## config.mk

```make
export PLATFORM = sky130hd
export DESIGN_NAME = code_loader
export DESIGN_NICKNAME = d
export VERILOG_FILES = /design/src/rtl/code_loader.sv
export SDC_FILE = /design/constraint.sdc
export NUM_CORES = 1
export LEC_CHECK = 0
export ABC_AREA = 0
export CORE_MARGIN = 5
export CORE_UTILIZATION = 52
export DETAILED_ROUTE_END_ITERATION = 7
export PLACE_DENSITY = 0.86
export SLEW_MARGIN = 20
export SYNTH_ARGS = -nofsm -noshare
export SYNTH_HDL_FRONTEND = slang
export SYNTH_SLANG_ARGS = --single-unit
```

## constraint.sdc

```tcl
create_clock -name CLK -period 2.4 [get_ports CLK]
set_input_delay 0.36 -clock CLK [delete_from_list [all_inputs] [get_ports CLK]]
set_output_delay 0.36 -clock CLK [all_outputs]
set_load 0.1 [all_outputs]
```

## src/rtl/code_loader.sv

```systemverilog
// Byte-stream program loader: frames a program image and writes it into the code RAM as 16-bit words.
// Optional checksum byte and FAIL handling are enabled with `define CODE_LOADER_CHECKSUM_EN.
module code_loader #(
    parameter logic [7:0] START_BYTE   = 8'hA5,
    parameter logic [7:0] BASE_ADDRESS = 8'h00
) (
    input  logic        CLK,
    input  logic        RESET,
    input  logic [7:0]  RX_DATA,
    input  logic        RX_VALID,
    output logic        RX_READY,
    output logic [7:0]  WR_ADDRESS,
    output logic [15:0] WR_DATA,
    output logic        WR_EN,
    output logic        CPU_HOLD,
    output logic        DONE,
    output logic        ERROR
);

`ifdef CODE_LOADER_CHECKSUM_EN
    typedef enum logic [2:0] {
        S_IDLE   = 3'd0,
        S_LEN    = 3'd1,
        S_HI     = 3'd2,
        S_LO     = 3'd3,
        S_WRITE  = 3'd4,
        S_CHK    = 3'd5,
        S_FINISH = 3'd6,
        S_FAIL   = 3'd7
    } state_t;
`else
    typedef enum logic [2:0] {
        S_IDLE   = 3'd0,
        S_LEN    = 3'd1,
        S_HI     = 3'd2,
        S_LO     = 3'd3,
        S_WRITE  = 3'd4,
        S_FINISH = 3'd6,
        S_FAIL   = 3'd7
    } state_t;
`endif

`ifdef CODE_LOADER_CHECKSUM_EN
    // Running mod-256 sum; a frame is good when data sum plus checksum byte is zero.
    function automatic logic [7:0] csum_add(input logic [7:0] acc, input logic [7:0] b);
        return acc + b;
    endfunction
`endif

    state_t      state_r;
    state_t      state_s;
    state_t      last_s;
    logic        accept_s;
    logic        is_start_s;
    logic [8:0]  count_r;
    logic [8:0]  words_r;
`ifdef CODE_LOADER_CHECKSUM_EN
    logic [7:0]  csum_r;
`endif

    assign accept_s   = RX_VALID & RX_READY;
    assign is_start_s = (RX_DATA == START_BYTE);

`ifdef CODE_LOADER_CHECKSUM_EN
    assign last_s = S_CHK;
`else
    assign last_s = S_FINISH;
    assign ERROR  = 1'b0;
`endif

    // State register.
    always_ff @(posedge CLK) begin
        if (RESET) begin
            state_r <= S_IDLE;
        end else begin
            state_r <= state_s;
        end
    end

    // Next-state decode; START_BYTE only restarts from the idle/terminal states.
    always_comb begin
        state_s = state_r;
        case (state_r)
            S_IDLE, S_FINISH, S_FAIL: begin
                if (accept_s && is_start_s) begin
                    state_s = S_LEN;
                end else begin
                    state_s = state_r;
                end
            end
            S_LEN: begin
                if (accept_s) begin
                    state_s = S_HI;
                end else begin
                    state_s = S_LEN;
                end
            end
            S_HI: begin
                if (accept_s) begin
                    state_s = S_LO;
                end else begin
                    state_s = S_HI;
                end
            end
            S_LO: begin
                if (accept_s) begin
                    state_s = S_WRITE;
                end else begin
                    state_s = S_LO;
                end
            end
            S_WRITE: begin
                if ((count_r + 9'd1) == words_r) begin
                    state_s = last_s;
                end else begin
                    state_s = S_HI;
                end
            end
`ifdef CODE_LOADER_CHECKSUM_EN
            S_CHK: begin
                if (!accept_s) begin
                    state_s = S_CHK;
                end else if (csum_add(csum_r, RX_DATA) == 8'd0) begin
                    state_s = S_FINISH;
                end else begin
                    state_s = S_FAIL;
                end
            end
`endif
            default: begin
                state_s = S_IDLE;
            end
        endcase
    end

    // Status/handshake outputs are registered copies of what the next state implies.
    always_ff @(posedge CLK) begin
        if (RESET) begin
            RX_READY <= 1'b1;
            WR_EN    <= 1'b0;
            CPU_HOLD <= 1'b0;
            DONE     <= 1'b0;
`ifdef CODE_LOADER_CHECKSUM_EN
            ERROR    <= 1'b0;
`endif
        end else begin
            RX_READY <= (state_s != S_WRITE);
            WR_EN    <= (state_s == S_WRITE);
            CPU_HOLD <= (state_s != S_IDLE) && (state_s != S_FINISH);
            DONE     <= (state_s == S_FINISH);
`ifdef CODE_LOADER_CHECKSUM_EN
            ERROR    <= (state_s == S_FAIL);
`endif
        end
    end

    // Datapath: word assembly, address/count stepping and checksum accumulation.
    always_ff @(posedge CLK) begin
        if (RESET) begin
            WR_ADDRESS <= BASE_ADDRESS;
            WR_DATA    <= 16'h0000;
            count_r    <= 9'd0;
            words_r    <= 9'd0;
`ifdef CODE_LOADER_CHECKSUM_EN
            csum_r     <= 8'd0;
`endif
        end else begin
            if ((state_r == S_LEN) && accept_s) begin
                // A length byte of zero encodes a full 256-word image.
                words_r    <= (RX_DATA == 8'd0) ? 9'd256 : {1'b0, RX_DATA};
                count_r    <= 9'd0;
                WR_ADDRESS <= BASE_ADDRESS;
`ifdef CODE_LOADER_CHECKSUM_EN
                csum_r     <= 8'd0;
`endif
            end else if ((state_r == S_HI) && accept_s) begin
                WR_DATA[15:8] <= RX_DATA;
`ifdef CODE_LOADER_CHECKSUM_EN
                csum_r        <= csum_add(csum_r, RX_DATA);
`endif
            end else if ((state_r == S_LO) && accept_s) begin
                WR_DATA[7:0] <= RX_DATA;
`ifdef CODE_LOADER_CHECKSUM_EN
                csum_r       <= csum_add(csum_r, RX_DATA);
`endif
            end else if (state_r == S_WRITE) begin
                WR_ADDRESS <= WR_ADDRESS + 8'd1;
                count_r    <= count_r + 9'd1;
            end else begin
                WR_ADDRESS <= WR_ADDRESS;
                count_r    <= count_r;
            end
        end
    end

endmodule

```

# [After elaboration in Yosys (flattened, before gate mapping)]
# Cells that the tools add are included.
[word_totals] reg_bits=49 input_bits=11 output_inout_bits=29 elab_cells=48
[classes] n_addsub=2 n_eq_ne=12 mux=7 n_bitwise=4 n_reduce_logical=13
[op_table] operator="$eq 3x3->1 const B" count=5
[op_table] operator="$pmux 3 s5" count=1
[op_table] operator="$add 9x1->9 const B" count=1
[op_table] operator="$eq 9x9->1" count=1
[op_table] operator="$mux 3" count=3
[op_table] operator="$mux 9" count=1
[op_table] operator="$add 8x1->8 const B" count=1
[op_table] operator="$eq 8x8->1 const B" count=1
[op_table] operator="$logic_not 8->1" count=1
[op_table] operator="$eq 3x2->1 const B" count=2
[op_table] operator="$ne 3x3->1 const B" count=2
[op_table] operator="$reduce_and 3->1" count=2
[op_table] operator="$logic_and 1x1->1" count=5
[op_table] operator="$eq 3x1->1 const B" count=1
[op_table] operator="$logic_not 3->1" count=1
[op_table] operator="$not 1->1" count=3
[op_table] operator="$reduce_bool 3->1" count=1
[op_table] operator="$reduce_or 3->1" count=1
[op_table] operator="$mux 2" count=1
[op_table] operator="$reduce_and 2->1" count=1
[op_table] operator="$reduce_or 2->1" count=1
[op_table] operator="$and 1x1->1" count=1
[op_table] operator="$mux 1" count=1

# [Logic depth before layout (Yosys ltp)]
# Gate-level depths: netlist of the first run.
[logic_depth] word_depth=6 mapped_depth=7 mapped_depth_nobuf=6

# [Least setup slack after synthesis of the first run]
# OpenSTA, ideal clock, no wires.
[synth_path] path_kind="register to register" start="register RX_READY" end="register WR_ADDRESS[7]" setup_ns=0.117 arrival_time_ns=2.095 required_ns=2.283 setup_slack_ns=0.188 stages_incl_launch_ff=6 n_path_buf=2 period_less_slack_ns=2.212 cell_sequence="dfxtp_1 > nand4b_1 > clkbuf_1 > o21ai_1 > buf_2 > nor2_1"
[synth_between] elab_chain_cells=4 word_cells_on_any_way=8 cone_classes="bitwise (3); reduce/logical (5)"
[synth_rtl] element="from (decl)" line="11" source="output logic RX_READY,"
[synth_rtl] element="from (signal assigned)" line="147" source="RX_READY <= (state_s != S_WRITE);"
[synth_rtl] element="$and 1x1->1 *" line="61" source="assign accept_s = RX_VALID & RX_READY;"
[synth_rtl] element="$logic_and 1x1->1 (on tied branches)" line="181, 176"
[synth_rtl] element="$not 1->1 (no line)"
[synth_rtl] element="$reduce_and 3->1 (no line)"
[synth_rtl] element="to (signal assigned)" line="187" source="WR_ADDRESS <= WR_ADDRESS + 8'd1;"
[synth_rtl] element="to (decl)" line="12" source="output logic [7:0] WR_ADDRESS,"
# Every way passes the cells marked *; elsewhere a longest branch is shown, timed or not.
# A chain may end at the register's enable or synchronous reset.

# [Worst setup path after layout of the first run]
[layout_path] start="input RX_DATA[1]" end="register RX_READY"
[layout_between] elab_chain_cells=5
[layout_rtl] element="from (decl)" line="9" source="input logic [7:0] RX_DATA,"
[layout_rtl] element="$eq 8x8->1" line="62" source="assign is_start_s = (RX_DATA == START_BYTE);"
[layout_rtl] element="$logic_and 1x1->1" line="85" source="if (accept_s && is_start_s) begin"
[layout_rtl] element="$mux 3" line="85"
[layout_rtl] element="$pmux 3 s5" line="83" source="case (state_r)"
[layout_rtl] element="$ne 3x3->1" line="147"
# Every way passes these cells.

==> results of run 1 <==
[sequential cells by signal, summed over array words and instances (netlist names)]
signal / flops
WR_ADDRESS: 8
RX_READY: 1
words_r: 9
DONE: 1
WR_DATA: 16
CPU_HOLD: 1
state_r: 3
count_r: 9
WR_EN: 1
[cells by family (layout without fill, tap and decap cells)]
logic type	count (synthesis)	in the layout
compound gates	47	47
xor+xnor	24	24
fa+ha+maj	2	2
buf+inv	21	58
flops	49	49
mux	10	10
other cells	1	1
simple gates	102	102
[where the power goes]
part,switching [W],internal (W),total [W]
Clock,0.000272,0.000313,0.000585
Sequential,0.000000517,0.000813,0.000813
Combinational,0.0000384,0.0000236,0.0000620
Total,0.000311,0.00115,0.00146
[worst paths after layout]
kind | endpoint
setup reg to reg | RX_READY$_SDFF_PP1_
hold reg to reg | WR_DATA[2]$_SDFFE_PP0P_
hold / removal | WR_DATA[2]$_SDFFE_PP0P_
setup / recovery | RX_READY$_SDFF_PP1_
[cell usage in the layout (no fill, tap or decap), types with 3 or more instances in the layout]
cell type,instances
nand3_1,14
nor2b_1,3
xnor2_1,9
a21oi_1,20
mux2i_1,10
clkbuf_8,5
clkdlybuf4s50_1,10
nand4_1,7
o21ai_0,10
nor2_1,29
nand2_1,26
dfxtp_1,49
xor2_1,14
and3_1,3
buf_4,38
[layout make-up]
| cell class | count | share of cell area |
|---|---|---|
| sequential | 49 | 0.357 |
| clock inverter | 2 | 0.0141 |
| clock buffer | 6 | 0.0264 |
| inverter | 2 | 0.00273 |
| tap | 52 | 0.0237 |
| multi-input combinational | 186 | 0.436 |
| timing repair buffer | 48 | 0.140 |
[worst min-delay path: stages (launching register included)]
cell and delay (ns):
dfxtp_1 0.32, nand2_1 0.05, a21oi_1 0.05
[per-layer routing]
layer  global-route usage  up-vias  wire length (microns)
met5                    0        -                      0
met4               0.0629        0                     86
met3               0.0390        7                    202
met2                0.298       43                   2490
met1                0.218      915                   2130
li1                     -      965                      -
[through the flow]
stage | instance area [sq um] | total power [W]
finish | 2750 | 0.00146
global placement | 2640 | 0.000893
global route | 2750 | 0.00151
detailed placement | 2640 | 0.000894
CTS | 2750 | 0.00147
floorplan | 2280 | 0.000860
==> impl_metrics.ini, run 1 <==
[clock_network]
holdBufCountCts = 0
clk_path_buf_depth = 2
numCtsBuffers = 5
clock-sinks = 49
cts_tree = done
clk_latency_ns = 0.30
postCtsSetupBuffers = 0
post_cts_resized = 0
root_buffer = clkbuf_8
htreeDepth = 2
cts.clk_slew.worst_paths_ns = 0.09

[die]
core_area_sq_um = 4290
io_pins = 40
initial_utilization = 0.532
dieArea_sq_um = 5820
die_w_microns = 76.3
die_y_microns = 76.3
core.rowCount = 24

[setup_path]
cp_max_fo = 4
crit_slowest_cell = clkdlybuf4s50_1
crit_chain = clkdlybuf4s50_1, nor4_2, a21oi_1, a2111oi_2, nand2_1, a211o_1
r2r_cells = 6
cp-startpoint = RX_DATA[1]
r2r-start = count_r[0]$_SDFFE_PP0P_
crit_cells = 6
critical-path-max-stage-delay_ns = 0.49
critPathRequiredTime_ns = 2.60
path_class = primary input to flip-flop
arrival_ns = 2.23
end_kind = flip-flop
cp-start-kind = primary input
crit_family = compound AO/OA/AOI/OAI gates
r2r_setup_slack_ns = 0.37
worst-path-buf-inv = 1

[global_routing]
grt_overflow = 0
grt_max_degree = 32
first_global_vias = 1849
grt_usage = 0.176
antenna_found_initial = 0
grt_pass1_wl_microns = 8620

[yosys]
postSynthAreaPerCell_sq_um = 8.92
yosys.area_share.simple = 0.230
synth-seq-cells = 49
yosys.area_share.adder = 0.0110
synth-xor-area-share = 0.0997
yosysTopAreaCell = dfxtp_1
synth_compound_area_frac = 0.136
seq_area_frac_synth = 0.430
synth_top_family_by_area = simple AND/OR/NAND/NOR gates
yosysMostFrequentCell = dfxtp_1
synth_mux_area_frac = 0.0438
netlist_area_sq_um = 2280
synth_cells = 256
synth_top_area_frac = 0.430
synthesis.nets = 269
synthArstFlopShare = 0
synthDistinctLibCells = 50
synth.top_cells.by_count = 49 x dfxtp_1, 29 x nor2_1, 26 x nand2_1
synth_flop_cell = dfxtp_1
yosys_warnings = 0
synth_edf_count = 0
yosys-top-cells-area = dfxtp_1 43%, xor2_1 5.4%, nor2_1 4.8%

[sta]
hold_violations = 0
setup_slack_ns = 0.366
period_needed_ns = 2.03
hold_ws_ns = 0.461
timing.fmax_ghz = 0.492
final_max_slew_viol_count = 0
setup_tns_ns = 0
finalClockSkew_ns = 0.00569
finalSetupViolCount = 0
rsz0062_at_grt = false
min_period_over_period = 0.848

[power_and_ir_drop]
peakVddDrop_v = 0.000469
leakagePower_nw = 1.05
power.density_nw_per_um2 = 531

[route]
via_per_inst = 5.59
ant_nets = 0
post_drt_wl_per_cell_microns = 14.2
drt-pass1-iter-count = 4
dr.first_iter.drc_count = 98
dr_total_vias = 1930
drc_errors = 0
wl_microns = 4910

[cells_and_area]
finalNetCount = 305
diodes = 0
area_growth_pct = 20.4
fillers = 353
multi_input_area_sq_um = 1200
final_core_util = 0.640
drive_gt1_frac = 0.201
fin_cells = 345
regArea_sq_um = 981

[outcome]
status = finished, final reports clean

[placement]
io_buffers = 38
place_hpwl_microns = 3520
dp.cells = 337
gp_congestion = 0.806
pre_cts_slack_ns = 0.0370

[worst_hold_path]
holdPathStages = 2
min_path_type = flip-flop to flip-flop
hold_path.startpoint = WR_DATA[2]$_SDFFE_PP0P_

[flow_run]
maxCapViolCount = 0
(Power assumes the default switching activity.)
==> inputs of run 2 (changes only) <==
==> constraint.sdc (replaced) <==
create_clock -name CLK -period 2.05 [get_ports CLK]
set_input_delay 0.3075 -clock CLK [delete_from_list [all_inputs] [get_ports CLK]]
set_output_delay 0.3075 -clock CLK [all_outputs]
set_load 0.1 [all_outputs]
==> impl_metrics.ini, run 2 (synthesis results as in run 1) <==
[outcome]
status = finished, final reports clean

[placement]
io_buffers = 38
dpl_cell_area_sq_um = 2750
gp_congestion = 0.788
place_hpwl_microns = 3750

[route]
drt-pass1-iter-count = 4
drc_errors = 0
via_per_inst = 5.46
ant_nets = 0
wl_microns = 5130
dr.first_iter.drc_count = 88
dr_total_vias = 1959
post_drt_wl_per_cell_microns = 14.3

[clock_network]
htreeDepth = 2
holdBufCountCts = 0
clock-sinks = 49
postCtsSetupBuffers = 0
numCtsBuffers = 5
root_buffer = clkbuf_8
cts.clk_slew.worst_paths_ns = 0.09
cts_tree = done
clk_latency_ns = 0.30
post_cts_resized = 0
clk_path_buf_depth = 2

[sta]
finalSetupViolCount = 0
setup_tns_ns = 0
hold_violations = 0
finalClockSkew_ns = 0.00460
min_period_over_period = 0.940
timing.fmax_ghz = 0.519
final_max_slew_viol_count = 0
rsz0062_at_grt = false
period_needed_ns = 1.93

[cells_and_area]
layout_commonest_cell = buf_4
fillers = 341
largest-register = WR_DATA
finalNetCount = 319
area_growth_pct = 26.1
diodes = 0
drive_gt1_frac = 0.244
design_area_sq_um = 2880
final_cell_mix = 52 x buf_4, 48 x dfxtp_1, 29 x nor2_1
largest_reg_flops = 16
final_core_util = 0.670
top_regs = WR_DATA (16), count_r (9), words_r (9)

[die]
dieArea_sq_um = 5820
initial_utilization = 0.532
core_area_sq_um = 4290
die_y_microns = 76.3
die_w_microns = 76.3
core.rowCount = 24
io_pins = 40

[worst_hold_path]
min_path_type = flip-flop to flip-flop

[setup_path]
end_kind = flip-flop
arrival_ns = 2.12
cp_max_fo = 6
critPathRequiredTime_ns = 2.24
cp-start-kind = flip-flop
path_class = flip-flop to flip-flop

[flow_run]
maxCapViolCount = 0

[power_and_ir_drop]
leakagePower_nw = 1.13
peakVddDrop_v = 0.000527
power.density_nw_per_um2 = 639
p_total_w = 0.00184

[global_routing]
first_global_vias = 1863
grt_overflow = 0
grt_pass1_wl_microns = 8990
grt_max_degree = 21
antenna_found_initial = 0
grt_usage = 0.183
## run 2: critical path: stages, from the launching register on
cell and delay, ns:
dfxtp_1 0.38, ha_1 0.19, and3_1 0.27, nor4b_1 0.34, a31o_2 0.19, o211ai_2 0.13, a211o_1 0.31
## run 2: layout make-up
cell class / count / area [sq um] / share of cell area
timing repair buffer: 62 / 490 / 0.170
clock buffer: 5 / 68.8 / 0.0239
multi-input combinational: 186 / 1200 / 0.417
clock inverter: 3 / 65.1 / 0.0226
inverter: 2 / 7.51 / 0.00261
tap: 52 / 65.1 / 0.0226
sequential: 49 / 982 / 0.341
## run 2: metal layers
metal / track usage / vias up / share of wire
li1: - / 990 / -
met2: 0.290 / 37 / 0.49
met1: 0.245 / 925 / 0.46
met4: 0.0699 / 0 / 0.017
met3: 0.0366 / 7 / 0.034
met5: 0 / - / 0
## run 2: power breakdown
group          leakage [nW]  switching [W]  internal (W)
combinational         0.671      0.0000485     0.0000382
sequential            0.394    0.000000797      0.000951
clock                0.0681       0.000316      0.000484
total                  1.13       0.000366       0.00147
## run 2: worst paths after layout
path,to,slack (ns),start,cells after the start
setup / recovery,RX_READY$_SDFF_PP1_,0.12,count_r[1]$_SDFFE_PP0P_,6
hold / removal,WR_DATA[7]$_SDFFE_PP0P_,0.46,WR_DATA[7]$_SDFFE_PP0P_,2
hold reg to reg,WR_DATA[7]$_SDFFE_PP0P_,0.46,WR_DATA[7]$_SDFFE_PP0P_,2
setup reg to reg,RX_READY$_SDFF_PP1_,0.12,count_r[1]$_SDFFE_PP0P_,6
## run 2: per-stage QoR
| stage | worst slack, ns | hold slack, ns | cells |
|---|---|---|---|
| finish | 0.124 | 0.463 | 359 |
| global route | 0.00646 | 0.493 | 359 |
| CTS | 0.127 | 0.466 | 359 |
| detailed placement | -0.0360 | 0.451 | 351 |
| global placement | 0.0107 | 0.444 | 351 |
| floorplan | 0.180 | 0.402 | 256 |
